--- src/rtl/inst_fifo_pkg.sv ---
// Shared constants and entry layout for the IF->ID instruction queue.
// Latency: none (types and constants only).
// Backpressure: not applicable.
package inst_fifo_pkg;

  localparam int          INST_FIFO_DEPTH = 4;
  // An all-zero word decodes as sll $0,$0,0, so it is a safe value to present when the queue is empty.
  localparam logic [31:0] NOP_INSTR       = 32'h0000_0000;

  typedef struct packed {
    logic [31:0] instr;
    logic [31:0] pc;
    logic        adel;
  } inst_entry_t;

endpackage

--- src/rtl/fifo_ptr_ctrl.sv ---
// Read/write pointers and occupancy for the instruction queue, with flush priority.
// Latency: pointers and count update one cycle after the push or pop is accepted.
// Backpressure: refuses a push when full, even if a pop happens in the same cycle; a flush overrides both push and pop.
module fifo_ptr_ctrl #(
  parameter int DEPTH = 4,
  parameter int AW    = $clog2(DEPTH)
) (
  input  logic          clk,
  input  logic          rst,
  input  logic          flush_i,
  input  logic          push_req_i,
  input  logic          stall_i,
  output logic [AW-1:0] rptr_o,
  output logic [AW-1:0] wptr_o,
  output logic [AW:0]   count_o,
  output logic          push_o,
  output logic          full_o,
  output logic          empty_o
);

  localparam logic [AW:0]   FULL_CNT = (AW + 1)'(DEPTH);
  localparam logic [AW:0]   CNT_ONE  = (AW + 1)'(1);
  localparam logic [AW-1:0] PTR_ONE  = AW'(1);

  logic [AW-1:0] rptr_q, rptr_d;
  logic [AW-1:0] wptr_q, wptr_d;
  logic [AW:0]   count_q, count_d;
  logic          pop;

  // Full and empty come only from the registered count, so readyF has no path from stall or flush.
  assign full_o  = (count_q == FULL_CNT);
  assign empty_o = (count_q == '0);
  assign push_o  = push_req_i & ~full_o & ~flush_i;
  assign pop     = ~empty_o & ~stall_i & ~flush_i;

  assign rptr_o  = rptr_q;
  assign wptr_o  = wptr_q;
  assign count_o = count_q;

  // Next-state: flush clears everything; otherwise advance pointers and adjust occupancy.
  always_comb begin
    rptr_d  = rptr_q;
    wptr_d  = wptr_q;
    count_d = count_q;
    if (flush_i) begin
      rptr_d  = '0;
      wptr_d  = '0;
      count_d = '0;
    end else begin
      if (push_o) wptr_d = wptr_q + PTR_ONE;
      if (pop)    rptr_d = rptr_q + PTR_ONE;
      case ({push_o, pop})
        2'b10:   count_d = count_q + CNT_ONE;
        2'b01:   count_d = count_q - CNT_ONE;
        default: count_d = count_q;
      endcase
    end
  end

  // Pointer and occupancy registers with synchronous reset.
  always_ff @(posedge clk) begin
    if (rst) begin
      rptr_q  <= '0;
      wptr_q  <= '0;
      count_q <= '0;
    end else begin
      rptr_q  <= rptr_d;
      wptr_q  <= wptr_d;
      count_q <= count_d;
    end
  end

endmodule

--- src/rtl/inst_fifo.sv ---
// Instruction queue between fetch and decode; holds {instr, pc, adel} and presents the oldest entry.
// Latency: a pushed entry becomes visible on the D side one cycle later (no empty bypass).
// Backpressure: readyF is low when full; stallD holds the head; flushD discards all entries.
module inst_fifo
  import inst_fifo_pkg::*;
#(
  parameter int DEPTH = INST_FIFO_DEPTH,
  parameter int AW    = $clog2(DEPTH)
) (
  input  logic        clk,
  input  logic        rst,
  input  logic        flushD,
  input  logic        stallD,
  input  logic        push_validF,
  input  logic [31:0] push_instrF,
  input  logic [31:0] push_pcF,
  input  logic        push_adelF,
  output logic        readyF,
  output logic        validD,
  output logic [31:0] instrD,
  output logic [31:0] pcD,
  output logic        adelD,
  output logic [AW:0] countD
);

  inst_entry_t   mem_q [DEPTH];
  inst_entry_t   head;
  logic [AW-1:0] rptr;
  logic [AW-1:0] wptr;
  logic          push;
  logic          full;
  logic          empty;

  fifo_ptr_ctrl #(
    .DEPTH (DEPTH),
    .AW    (AW)
  ) u_ptr (
    .clk        (clk),
    .rst        (rst),
    .flush_i    (flushD),
    .push_req_i (push_validF),
    .stall_i    (stallD),
    .rptr_o     (rptr),
    .wptr_o     (wptr),
    .count_o    (countD),
    .push_o     (push),
    .full_o     (full),
    .empty_o    (empty)
  );

  // Storage is never read while empty, so it needs no reset.
  always_ff @(posedge clk) begin
    if (push) begin
      mem_q[wptr] <= '{instr: push_instrF, pc: push_pcF, adel: push_adelF};
    end
  end

  // Head is a plain mux on the registered read pointer; empty masks it to a NOP.
  assign head   = mem_q[rptr];
  assign readyF = ~full;
  assign validD = ~empty;
  assign instrD = empty ? NOP_INSTR : head.instr;
  assign pcD    = empty ? 32'h0     : head.pc;
  assign adelD  = empty ? 1'b0      : head.adel;

endmodule

--- config.mk ---
export PLATFORM = sky130hd
export DESIGN_NAME = inst_fifo
export DESIGN_NICKNAME = d
export VERILOG_FILES = /design/src/rtl/inst_fifo_pkg.sv /design/src/rtl/fifo_ptr_ctrl.sv /design/src/rtl/inst_fifo.sv
export SDC_FILE = /design/constraint.sdc
export NUM_CORES = 1
export LEC_CHECK = 0
export ABC_AREA = 1
export BUFFER_PORTS_ARGS = -buffer_cell sky130_fd_sc_hd__buf_2
export CAP_MARGIN = 5
export CORE_UTILIZATION = 57
export CTS_CLUSTER_SIZE = 14
export DETAILED_ROUTE_END_ITERATION = 8
export PLACE_DENSITY_LB_ADDON = 0.25
export SETUP_SLACK_MARGIN = 0.05
export SLEW_MARGIN = 15
export SYNTH_ARGS = -nofsm -noshare
export SYNTH_HDL_FRONTEND = slang
export SYNTH_SLANG_ARGS = --single-unit
--- constraint.sdc ---
create_clock -name clk -period 5.66 [get_ports clk]
set_input_delay 0.849 -clock clk [delete_from_list [all_inputs] [get_ports clk]]
set_output_delay 0.849 -clock clk [all_outputs]
set_load 0.005 [all_outputs]
==> results.toml, run 1 <==
[status]
status = "finished, violations left"
violations = "design-rule violations"

[setup_path]
cp_num_buf_inv = 3
end_kind = "output pin"
cp_cell_sequence = "clkinv_2 > buf_4 > o21ai_0 > a21oi_1 > buf_2"
critPathSlowestCell = "buf_4"
cp_max_fo = 78
crit_arrival_ps = 2860
worstPathRequired_ps = 4810
cpLargestDelayFamily = "buffers and inverters"
crit_path_start_kind = "flop"
crit_type = "flop to output pin"
critPathMaxStageDelay_ps = 660

[timing]
period_needed_ps = 3710
setup_slack_ps = 1950
max_freq_mhz = 270
setup_tns_ps = 0
final-setup-viol-count = 0
rsz0062_at_grt = "no"
worst_pin_slew_ps = 957
finalCritPeriodShare = 0.655
finalHoldViolations = 0
finalClockSkew_ps = 10.4
slew_headroom = 0.361
slew_viol_final = 0

[synthesis]
postSynthAreaPerCell_um2 = 12.6
synthCells = 840
seq_area_frac_synth = 0.754
synth_compound_area_frac = 0.0954
synth_xor_area_frac = 0
synth_edf_count = 260
yosys_warnings = 0
synthMuxAreaShare = 0
yosys.area_share.simple = 0.105
synth_top_family_by_area = "simple AND/OR/NAND/NOR gates"
yosys.cell_types.count = 22
synthArstFlopShare = 0
synthAdderAreaFrac = 0.00779
synth_fp_nets = 916
ys.flop_type = "edfxtp_1"
syn-cell-area_mm2 = 0.0106
ys_ff_latch = 269

[layout]
nFillCells = 1307
area_growth_pct = 15.1
drive_above_1_share = 0.194
nets = 1043

[global_routing]
grt_pass1_vias = 6606
grt_util_all_layers = 0.224
grt_max_degree = 111
overflow = 0
antenna_found_initial = 2
grt_pass1_wl_um = 33600

[cts]
cts-root-buf = "clkbuf_16"
clock_latency_ps = 520
cts_sinks = 269
ctsHoldBuffers = 0
cts_tree = "built"
clockBufferDepth = 3
clkSlewWorstSetupHoldPaths_ps = 60
cts_setup_buffers = 0
cts_resized = 0
numCtsBuffers = 26
htreeDepth = 1

[power]
vdd.ir_drop.worst_mv = 0.279
power_density_mw_per_mm2 = 329
p_leak_nw = 4.46
p_total_mw = 4.01

[drt]
wirelength_um = 21300
antenna_left = 0
drt-vias-per-instance = 5.49
drt-wirelength-per-cell_um = 17.5
drc = 38
drtIter0Drc = 453
num_vias = 6676
firstDrtPassIters = 7

[die]
io-pin-count = 140
die_x_um = 138
die_area_mm2 = 0.0191
initial_core_util = 0.586
core_area_mm2 = 0.0181
placement_rows = 49
chipHeight_um = 138

[hold_path]
min_path_type = "flop to flop"

[placement]
io_buffer_count = 139
place_congestion = 0.725
dpl.hpwl_um = 11600
preCtsSetupSlack_ps = 2540

[run]
max_cap_violations = 0
-- cells in the mapped netlist (4+ instances only) --
master | number | share of area
a21oi_1 | 70 | 0.033
buf_2 | 15 | 0.0071
buf_4 | 11 | 0.0078
buf_6 | 7 | 0.0074
clkbuf_1 | 5 | 0.0018
clkbuf_2 | 10 | 0.0047
dfxtp_1 | 9 | 0.017
edfxtp_1 | 260 | 0.74
ha_1 | 5 | 0.0059
inv_1 | 18 | 0.0064
nand2_1 | 13 | 0.0046
nand3_1 | 4 | 0.0019
nor2_1 | 273 | 0.097
o21ai_0 | 98 | 0.046
o21ai_1 | 34 | 0.016
-- flip-flops by register name (all words and copies together) (netlist names), named ones only --
name / flops
u_ptr.wptr_o: 2
mem_q: 260
u_ptr.count_o: 3
u_ptr.rptr_o: 2
-- final timing paths --
| kind | to | slack, ps | depth (start not counted) | start |
|---|---|---|---|---|
| worst min register to register | flop | 480 | 2 | u_ptr.rptr_o[0] |
| worst max register to register | mem_q[1][44] | 3050 | 5 | u_ptr.count_o[1] |
| worst max-delay path | instrD[1] | 1950 | 5 | flop |
| worst min-delay path | flop | 480 | 2 | u_ptr.rptr_o[0] |
-- layout by cell type (no fill, tap or decap), drive strengths merged --
cell type,count
bufinv,1
ha,5
dfxtp,9
clkbuf,34
nand2,14
nand4,1
inv,19
o21ai,132
buf,149
a21oi,70
edfxtp,260
diode,2
nand3b,1
clkinv,12
nand3,4
fa,1
nor2,273
clkinvlp,1
-- cell type report --
class | count | area (um2) | share of cell area
well taps | 229 | 287 | 0.0235
inverters | 20 | 76.3 | 0.00626
clock buffers | 34 | 702 | 0.0575
clock inverters | 13 | 82.6 | 0.00677
diodes | 2 | 5.00 | 0.000410
multi-input cells | 501 | 2240 | 0.183
flip-flops and latches | 269 | 7990 | 0.655
repair buffers | 149 | 816 | 0.0669
-- cell families (layout without fill, tap and decap cells) --
group / after synthesis / after routing
and+or+nand+nor: 293 / 293
buffers and inverters: 70 / 216
AOI/OAI and AO/OA: 202 / 202
DFF: 269 / 269
other: 0 / 2
adders and majority gates: 6 / 6
-- per-layer routing --
layer  global-route usage  vias up  share of wire  wire length, um
met3               0.0364       37          0.063             1350
met5                    0        -        0.00037                8
met2                0.386      229           0.49            10500
met4               0.0721        2          0.023              495
li1                     -     3213              -                -
met1                0.294     3195           0.42             8940
-- per-stage QoR --
| step | util | hold slack [ps] | instance area, um2 | cells |
|---|---|---|---|---|
| after floorplan | - | 459 | 10600 | 840 |
| after global placement | 0.629 | 469 | 11400 | 1167 |
| after detailed placement | 0.629 | 477 | 11400 | 1167 |
| after CTS | 0.673 | 487 | 12200 | 1214 |
| after global routing | 0.674 | 507 | 12200 | 1216 |
| final | 0.674 | 481 | 12200 | 1217 |
-- tightest hold or removal path: cells and delay by family (launching register included) --
kind	cells	cell delay, ps
flops	1	310
simple gates	1	80
compound gates	1	50
-- power breakdown --
part	internal [mW]	leakage [nW]	switching (mW)	total [mW]
combinational	0.0628	1.65	0.122	0.184
sequential	2.22	2.44	0.00972	2.23
clock	0.913	0.380	0.682	1.59
total	3.20	4.46	0.813	4.01
Note: power is estimated with default switching activity, not from simulation.
==> inputs of run 2 (changes only) <==
--- a/config.mk
+++ b/config.mk
@@ -5,10 +5,10 @@
 export SDC_FILE = /design/constraint.sdc
 export NUM_CORES = 1
 export LEC_CHECK = 0
-export ABC_AREA = 1
+export ABC_AREA = 0
 export BUFFER_PORTS_ARGS = -buffer_cell sky130_fd_sc_hd__buf_2
 export CAP_MARGIN = 5
-export CORE_UTILIZATION = 57
+export CORE_UTILIZATION = 51
 export CTS_CLUSTER_SIZE = 14
 export DETAILED_ROUTE_END_ITERATION = 8
 export PLACE_DENSITY_LB_ADDON = 0.25
==> constraint.sdc (replaced) <==
create_clock -name clk -period 3.1 [get_ports clk]
set_input_delay 0.465 -clock clk [delete_from_list [all_inputs] [get_ports clk]]
set_output_delay 0.465 -clock clk [all_outputs]
set_load 0.005 [all_outputs]
==> run 2 against run 1 <==
Power grew 87%. Clock power is 99% higher. First-iteration DRC count is 38% lower. Clock skew up 11 ps. Sequential power rose by 82%. Largest cell class unchanged. The run now ends clean. Register-to-register slack worse by 2500 ps. Hold slack worse by 330 ps. Synthesized cell count fell by 44%. Wire length fell by 11%. Via count down 26%.
==> results.toml, run 2 <==
[status]
status = "finished clean"

[timing]
finalHoldViolations = 0
finalCritPeriodShare = 0.846
worst_pin_slew_ps = 625
finalClockSkew_ps = 21.0
setup_tns_ps = 0
max_freq_mhz = 381
rsz0062_at_grt = "no"
slew_headroom = 0.580
final-setup-viol-count = 0
slew_viol_final = 0
period_needed_ps = 2620
setup_slack_ps = 479

[synthesis]
ys_ff_latch = 269
synth_fp_nets = 544
synth_most_common_cell = "edfxtp_1"
synthCells = 468
yosys-top-cells-area = "edfxtp_1, mux4_2, and2_1"
synthMuxAreaShare = 0.142
synth_top_area_share = 0.758
synth_edf_count = 260
syn-cell-area_mm2 = 0.0103
yosys.area.top_type = "edfxtp_1"
synth_compound_area_frac = 0.00583
synth_xor_area_frac = 0.00170
synth_top_family_by_area = "multiplexers"
yosys.cell_types.count = 21
ys.flop_type = "edfxtp_1"
yosys_warnings = 0
synthArstFlopShare = 0
synthAdderAreaFrac = 0.00802
seq_area_frac_synth = 0.776
postSynthAreaPerCell_um2 = 22.0
netlist_top_cells_count = "edfxtp_1, and2_1, mux4_2"
yosys.area_share.simple = 0.0497

[placement]
place_congestion = 0.717
preCtsSetupSlack_ps = 659
dpl.hpwl_um = 11400
io_buffer_count = 139

[power]
power_density_mw_per_mm2 = 611
vdd.ir_drop.worst_mv = 0.432
p_leak_nw = 4.22

[setup_path]
cp_max_fo = 43
crit_type = "flop to output pin"
cp_cell_sequence = "nor3_2 > inv_2 > buf_12 > and2_1 > buf_2"
crit_path_start_kind = "flop"
crit_arrival_ps = 2160
critPathMaxStageDelay_ps = 380
timing.rr.start = "u_ptr.count_o[2]"
reg2reg_slack_ps = 590
critPathSlowestCell = "nor3_2"
end_kind = "output pin"
worstPathRequired_ps = 2630
ff2ff_path_depth = 9
r2r_end = "u_ptr.count_o[2]"

[global_routing]
antenna_found_initial = 4
grt_pass1_vias = 5375
overflow = 0
grt_max_degree = 46
grt_pass1_wl_um = 29200
grt_util_all_layers = 0.191

[drt]
drtIter0Drc = 280
firstDrtPassIters = 5
drc = 0
num_vias = 4908
antenna_left = 0
drt-vias-per-instance = 5.35
drt-wirelength-per-cell_um = 20.6
wirelength_um = 18900

[cts]
cts_sinks = 269
ctsHoldBuffers = 0
numCtsBuffers = 27
cts_setup_buffers = 0
clock_latency_ps = 530
cts-root-buf = "clkbuf_16"
clockBufferDepth = 3
cts_tree = "built"
cts_resized = 0
htreeDepth = 1
clkSlewWorstSetupHoldPaths_ps = 60

[die]
die_area_mm2 = 0.0208
initial_core_util = 0.524
io-pin-count = 140
placement_rows = 51
chipHeight_um = 144
die_x_um = 144
core_area_mm2 = 0.0197

[layout]
mostFrequentLayoutCell = "edfxtp_1"
area_growth_pct = 19.1
largest_reg_flops = 260
most-common-layout-cells = "edfxtp_1, buf_2, mux4_2, and2_1, clkbuf_16"
nets = 702
final_util = 0.624
drive_above_1_share = 0.406
regMostFlops = "mem_q"

[hold_path]
holdPathEnd = "mem_q[3][33]"
hold_start = "push_instrF[0]"
hold_depth = 1
min_path_type = "input port to flop"

[run]
max_cap_violations = 0
-- run 2: cell types whose count changed after synthesis, sizes merged, moves of 3 or more --
cell,before,now
nor2,273,3
o21ai,132,5
and2,0,69
mux4,0,65
a21oi,70,7
buf,35,13
nand2,14,0
inv,20,9
clkbuf,15,9
nor3,0,3
or3,0,3
-- run 2: critical path, delay by kind of cell, from the launching register on --
kind	cells	cell delay (ps)
buffers and inverters	3	660
DFF	1	370
and+or+nand+nor	2	570
-- run 2: worst max-delay path by stage --
stage / from / to / slack [ps]
2_1_floorplan: push_validF / mem_q[0][0] / 270
3_3_place_gp: u_ptr.count_o[2] / u_ptr.count_o[2] / 900
3_5_place_dp: u_ptr.count_o[2] / u_ptr.count_o[2] / 660
4_1_cts: flop / pcD[26] / 450
5_1_grt: u_ptr.count_o[2] / pcD[11] / 350
6_report: u_ptr.count_o[0] / pcD[26] / 480
-- run 2: layout make-up --
cell class | count | area (um2)
fillers | 1415 | 7390
diodes | 6 | 15.0
repair buffers | 151 | 873
flip-flops and latches | 269 | 8000
inverters | 9 | 33.8
clock inverters | 12 | 141
multi-input cells | 168 | 2150
clock buffers | 38 | 727
well taps | 265 | 332
-- run 2: where the power goes --
part	switching (mW)	internal, mW
logic	0.143	0.123
registers	0.0146	4.05
clock network	1.28	1.89
-- run 2: kinds of logic (layout without fill, tap and decap cells) --
kind of cell	Yosys count	count (layout)
compound gates	12	12
simple gates	83	83
xor+xnor	2	2
flops	269	269
fa+ha+maj	6	6
buf+inv	31	210
other cells	0	6
mux	65	65
-- run 2: through the flow --
step | hold WS, ps | power (mW) | instances | area, um2
final | 150 | 7.49 | 918 | 12300
after global routing | 144 | 7.72 | 914 | 12300
after CTS | 130 | 7.56 | 912 | 12200
after detailed placement | 515 | 4.41 | 862 | 11400
after global placement | 467 | 4.39 | 862 | 11400
after floorplan | 459 | 4.26 | 468 | 10300
-- run 2: per-layer routing --
| layer | global-route usage | routed length, um | share of wire | vias to the layer above |
|---|---|---|---|---|
| met5 | 0 | 0 | 0 | - |
| met3 | 0.0427 | 1280 | 0.068 | 25 |
| met1 | 0.253 | 8170 | 0.43 | 2501 |
| met2 | 0.315 | 9140 | 0.48 | 172 |
| li1 | - | - | - | 2210 |
| met4 | 0.0605 | 340 | 0.018 | 0 |
